`config.mk`:
```
export PLATFORM = sky130hd
export DESIGN_NAME = bin2bcd_seq
export DESIGN_NICKNAME = d
export VERILOG_FILES = /design/src/rtl/bin2bcd_seq.sv
export SDC_FILE = /design/constraint.sdc
export NUM_CORES = 1
export LEC_CHECK = 0
export CAP_MARGIN = 5
export CORE_UTILIZATION = 31
export DETAILED_ROUTE_END_ITERATION = 10
export HOLD_SLACK_MARGIN = 0.05
export PLACE_DENSITY = 0.51
export SKIP_LAST_GASP = 1
export SYNTH_ARGS = -nofsm -noshare
export SYNTH_HDL_FRONTEND = slang
export SYNTH_SLANG_ARGS = --single-unit
```
`constraint.sdc`:
```
create_clock -name clk -period 1.4 [get_ports clk]
set_input_delay 0.28 -clock clk [delete_from_list [all_inputs] [get_ports clk]]
set_output_delay 0.28 -clock clk [all_outputs]
set_load 0.005 [all_outputs]
```
`src/rtl/bin2bcd_seq.sv`:
```
// Sequential binary-to-packed-BCD converter (shift-add-3, one bit per clock).
// Results that need more than 8 decimal digits are replaced by an all-'E' pattern.
module bin2bcd_seq #(
    parameter int unsigned WIDTH = 32
) (
    input  logic             clk,
    input  logic             rstn,
    input  logic [WIDTH-1:0] bin_in,
    input  logic             in_valid,
    output logic             in_ready,
    output logic [31:0]      bcd_out,
    output logic             out_valid,
    output logic             overflow
);

    localparam int unsigned SHR_W   = 32;
    localparam int unsigned DIGITS  = 10;
    localparam int unsigned SCR_W   = 4 * DIGITS;
    localparam int unsigned OUT_W   = 32;
    localparam int unsigned CNT_W   = 5;
    localparam logic [OUT_W-1:0] ERR_PATTERN = 32'hEEEE_EEEE;
    localparam logic [CNT_W-1:0] LAST_STEP   = 5'd31;

    typedef enum logic [1:0] {
        IDLE  = 2'd0,
        SHIFT = 2'd1,
        DONE  = 2'd2
    } state_e;

    state_e             state_q, state_d;
    logic [SHR_W-1:0]   shreg_q, shreg_d;
    logic [SCR_W-1:0]   scratch_q, scratch_d;
    logic [CNT_W-1:0]   cnt_q, cnt_d;
    logic [OUT_W-1:0]   bcd_q, bcd_d;
    logic               ovf_q, ovf_d;
    logic               out_valid_q, out_valid_d;
    logic [SCR_W-1:0]   adj_c;

    // Add 3 to each digit >= 5; each digit is adjusted on its own, with no carry.
    function automatic logic [SCR_W-1:0] add3_digits(input logic [SCR_W-1:0] s);
        logic [SCR_W-1:0] r;
        logic [3:0]       d;
        r = s;
        for (int i = 0; i < int'(DIGITS); i++) begin
            d = s[4*i +: 4];
            if (d >= 4'd5) begin
                r[4*i +: 4] = d + 4'd3;
            end
        end
        return r;
    endfunction

    assign adj_c = add3_digits(scratch_q);

    // State and datapath registers
    always_ff @(posedge clk or negedge rstn) begin
        if (!rstn) begin
            state_q     <= IDLE;
            shreg_q     <= '0;
            scratch_q   <= '0;
            cnt_q       <= '0;
            bcd_q       <= '0;
            ovf_q       <= 1'b0;
            out_valid_q <= 1'b0;
        end else begin
            state_q     <= state_d;
            shreg_q     <= shreg_d;
            scratch_q   <= scratch_d;
            cnt_q       <= cnt_d;
            bcd_q       <= bcd_d;
            ovf_q       <= ovf_d;
            out_valid_q <= out_valid_d;
        end
    end

    // Next-state and datapath logic
    always_comb begin
        state_d     = state_q;
        shreg_d     = shreg_q;
        scratch_d   = scratch_q;
        cnt_d       = cnt_q;
        bcd_d       = bcd_q;
        ovf_d       = ovf_q;
        out_valid_d = 1'b0;

        case (state_q)
            IDLE: begin
                if (in_valid) begin
                    shreg_d   = SHR_W'(bin_in);
                    scratch_d = '0;
                    cnt_d     = '0;
                    state_d   = SHIFT;
                end
            end
            SHIFT: begin
                // Adjust first, then shift the shreg MSB into scratch bit 0.
                scratch_d = {adj_c[SCR_W-2:0], shreg_q[SHR_W-1]};
                shreg_d   = {shreg_q[SHR_W-2:0], 1'b0};
                cnt_d     = cnt_q + CNT_W'(1);
                if (cnt_q == LAST_STEP) begin
                    state_d = DONE;
                end
            end
            DONE: begin
                if (scratch_q[SCR_W-1:OUT_W] != '0) begin
                    ovf_d = 1'b1;
                    bcd_d = ERR_PATTERN;
                end else begin
                    ovf_d = 1'b0;
                    bcd_d = scratch_q[OUT_W-1:0];
                end
                out_valid_d = 1'b1;
                state_d     = IDLE;
            end
            default: begin
                state_d = IDLE;
            end
        endcase
    end

    assign in_ready  = (state_q == IDLE);
    assign bcd_out   = bcd_q;
    assign overflow  = ovf_q;
    assign out_valid = out_valid_q;

endmodule

```
==> flow_summary_export.csv <==
group,metric,value,unit
final_layout,num-fill-cells,1574,
final_layout,diodes,0,
final_layout,syn2layout_area_growth,49.4,%
setup_path,critPathArrivalTime,1.77,ns
power,p_leak,3.73,nW
setup_path,startpoint_type,"flip-flop",
run_status,violations,"setup timing",
power,switchingPower,5.95,mW
routing,wl,15200,um
die,row_count,48,
timing,skew,0.00789,ns
flow_run,maxCapViolCount,0,
setup_path,worstPathMaxFanout,8,
timing,max_freq,0.678,GHz
clock_tree,clockRootBuffer,"clkbuf_16",
power,power.density,2120,mW/mm2
setup_path,end_kind,"flip-flop",
die,fp.coreArea,0.0172,mm2
timing,min_period,1.47,ns
worst_hold_path,hold_class,"primary input to async pin",
setup_path,crit_required,1.70,ns
setup_path,criticalPathCategory,"flip-flop to flip-flop",
routing,detail_route.wl_per_cell,16.4,um
routing,viasPerCell,5.24,
timing,fin_tns_setup,-1.48,ns
global_route,grt_pass1_vias,4712,
final_layout,stdcell_area,0.00814,mm2
place,postPlaceCellArea,0.00689,mm2
die,io_pins,70,
routing,vias,4867,
yosys,yosysUniqueCellTypes,35,
clock_tree,clk_pin_slew,0.05,ns
global_route,groute.usage.overall,0.163,
setup_path,reg2reg_setup_slack,-0.07,ns
setup_path,rr_startpoint,"state_q[1]",
global_route,grt_max_degree,50,
run_status,status,"complete, but fails checks",
timing,hold_viol,0,
die,die_area,0.0181,mm2
die,start_util,0.316,
timing,rsz0062_at_grt,"true",
yosys,postSynthAreaPerCell,10.3,um2
routing,drt_iter0_drc,269,
clock_tree,numCtsBuffers,17,
global_route,overflow,0,
clock_tree,clock_path_buffers,2,
power,netSwitchingFraction,0.345,
setup_path,r2r_end,"cnt_q[3]",
die,die_x,135,um
yosys,synth_area,0.00545,mm2
yosys,netlist_instances,531,
timing,setup_violations,53,
place,place_hpwl,9030,um
setup_path,reg2regPathDepth,6,
yosys,synth_seq_cells,113,
timing,slew_viol_final,0,
routing,drc,0,
timing,relSlewSlack,0.766,
routing,first_pass_iters,5,
timing,fin_ws,-0.0748,ns
clock_tree,clock-sinks,113,
power,clockPowerShare,0.259,
final_layout,layout.nets,751,
yosys,syn_nets,590,
clock_tree,cts_tree,"done",
place,place_congestion,0.775,
power,seqPwrFrac,0.299,
final_layout,drive_above_1_share,0.288,
die,die_h,135,um
power,p_int,11.3,mW
clock_tree,htreeDepth,4,
yosys,ys_seq_area_frac,0.519,
global_route,grt_pass1_wl,22900,um
power,share_comb_of_total_power,0.442,
routing,ant_nets,0,
power,max-vdd-ir-drop,1.15,mV
place,port_buffers,69,
clock_tree,clk_latency,0.42,ns
yosys,synth_warnings,0,
global_route,antenna_found_initial,0,
timing,tightestPinTransition,0.350,ns
timing,finalCritPeriodShare,1.05,
==> worst max-delay path by stage <==
| stage | from | endpoint | slack [ns] |
|---|---|---|---|
| 2_1_floorplan | scratch_q[38] | bcd_out[19] | 0.06 |
| 3_3_place_gp | in_valid | scratch_q[15] | -0.20 |
| 3_5_place_dp | in_valid | shreg_q[3] | -0.23 |
| 4_1_cts | state_q[1] | in_ready | -0.10 |
| 5_1_grt | state_q[0] | shreg_q[17] | -0.13 |
| 6_report | state_q[1] | cnt_q[3] | -0.07 |
==> stage by stage <==
step | util | hold slack, ns | power, mW | instances | setup WS (ns)
6_report | 0.472 | 0.243 | 17.3 | 929 | -0.0748
5_1_grt | 0.472 | 0.245 | 18.4 | 929 | -0.125
4_1_cts | 0.442 | 0.232 | 16.2 | 904 | -0.100
3_5_place_dp | 0.400 | 0.137 | 11.6 | 858 | -0.234
3_3_place_gp | 0.400 | 0.141 | 11.4 | 858 | -0.196
2_1_floorplan | - | -0.0156 | 8.88 | 531 | 0.0638
==> power by group through the flow <==
stage	Clock, mW	Combinational, mW	Sequential [mW]
global placement	0	6.24	5.12
CTS	4.55	6.57	5.11
detailed placement	0	6.43	5.17
floorplan	0	3.84	5.04
global route	4.71	8.39	5.30
finish	4.47	7.64	5.16
==> cells in the final DEF, fill, tap and decap left out, types with 8 or more instances in the layout <==
cell type / netlist / routed
o221ai_1: 10 / 9
dlygate4sd2_1: 0 / 33
o31ai_1: 18 / 14
nand2_1: 62 / 61
inv_1: 41 / 34
ha_1: 24 / 19
o2111ai_1: 20 / 15
xnor2_1: 9 / 9
o311ai_1: 0 / 8
buf_12: 0 / 9
buf_4: 6 / 87
dfrtp_1: 113 / 111
o21a_1: 10 / 9
a32o_1: 11 / 11
o21ai_1: 0 / 32
nor2_1: 26 / 25
a22oi_2: 0 / 12
a31oi_1: 24 / 18
o21ai_0: 44 / 12
clkbuf_16: 0 / 22
a22oi_1: 29 / 17
clkdlybuf4s50_1: 0 / 33
==> flip-flops by register name, summed over array words and instances, names as in the netlist <==
signal,count
scratch_q,40
bcd_out,32
shreg_q,32
cnt_q,5
state_q,2
out_valid,1
overflow,1
==> synth_stat cells <==
master     number  area (um2)
a21o_1          1        7.51
a21oi_1         3        15.0
a22o_1          3        26.3
a22oi_1        29         218
a31oi_1        24         150
a32o_1         11         110
and2_1          1        6.26
and3_1          2        12.5
and3b_1         2        17.5
buf_2          15        75.1
buf_4           6        45.0
buf_6           1        11.3
clkbuf_1       15        56.3
dfrtp_1       113        2830
ha_1           24         300
inv_1          41         154
inv_2           1        3.75
mux2_2          1        11.3
nand2_1        62         233
nand2b_1        2        12.5
nand3_1         2        10.0
nor2_1         26        97.6
nor2b_1        12        75.1
nor3b_1         1        7.51
nor4_2          1        12.5
o2111ai_1      20         175
o21a_1         10        75.1
o21ai_0        44         220
o21ba_2         1        10.0
o21bai_1        1        7.51
o221ai_1       10        87.6
o311ai_0       10        87.6
o31ai_1        18         135
o32ai_1         9        78.8
xnor2_1         9        78.8
==> layout make-up <==
class / instances / area, um2 / share of cell area
clock buffers: 22 / 484 / 0.0595
flip-flops and latches: 113 / 2830 / 0.348
clock inverters: 9 / 130 / 0.0160
well taps: 225 / 282 / 0.0346
multi-input cells: 339 / 2540 / 0.312
repair buffers: 179 / 1710 / 0.210
inverters: 42 / 160 / 0.0197
==> cells by family (layout without fill, tap and decap cells) <==
family | after synthesis | count (layout) | share of synthesized area
compound gates | 194 | 194 | 0.258
flops | 113 | 113 | 0.519
simple gates | 111 | 111 | 0.0888
buf+inv | 79 | 252 | 0.0633
fa+ha+maj | 24 | 24 | 0.0551
xor+xnor | 9 | 9 | 0.0145
mux | 1 | 1 | 0.00207
==> repair_timing <==
item                                   in CTS  in global routing
pin swaps                                   1                 26
gates cloned                                1                  7
resized for setup                          46                104
buffers inserted                           13                 19
hold buffers                                1                  0
endpoints found under the hold margin     113                  0
setup endpoints to repair                  51                104
==> critical path: stages (launching register included) <==
cell	delay (ns)
dfrtp_2	0.44
buf_6	0.15
buf_6	0.11
o21bai_4	0.17
buf_6	0.14
buf_16	0.14
a22o_1	0.22
==> layer usage <==
metal,global-route usage,up-vias,routed length [um]
met5,0,-,0
met4,0.0649,0,210
met3,0.0435,17,668
met2,0.252,131,7300
met1,0.217,2430,7040
li1,-,2289,-
No activity file was read; power rests on OpenSTA's default activity.
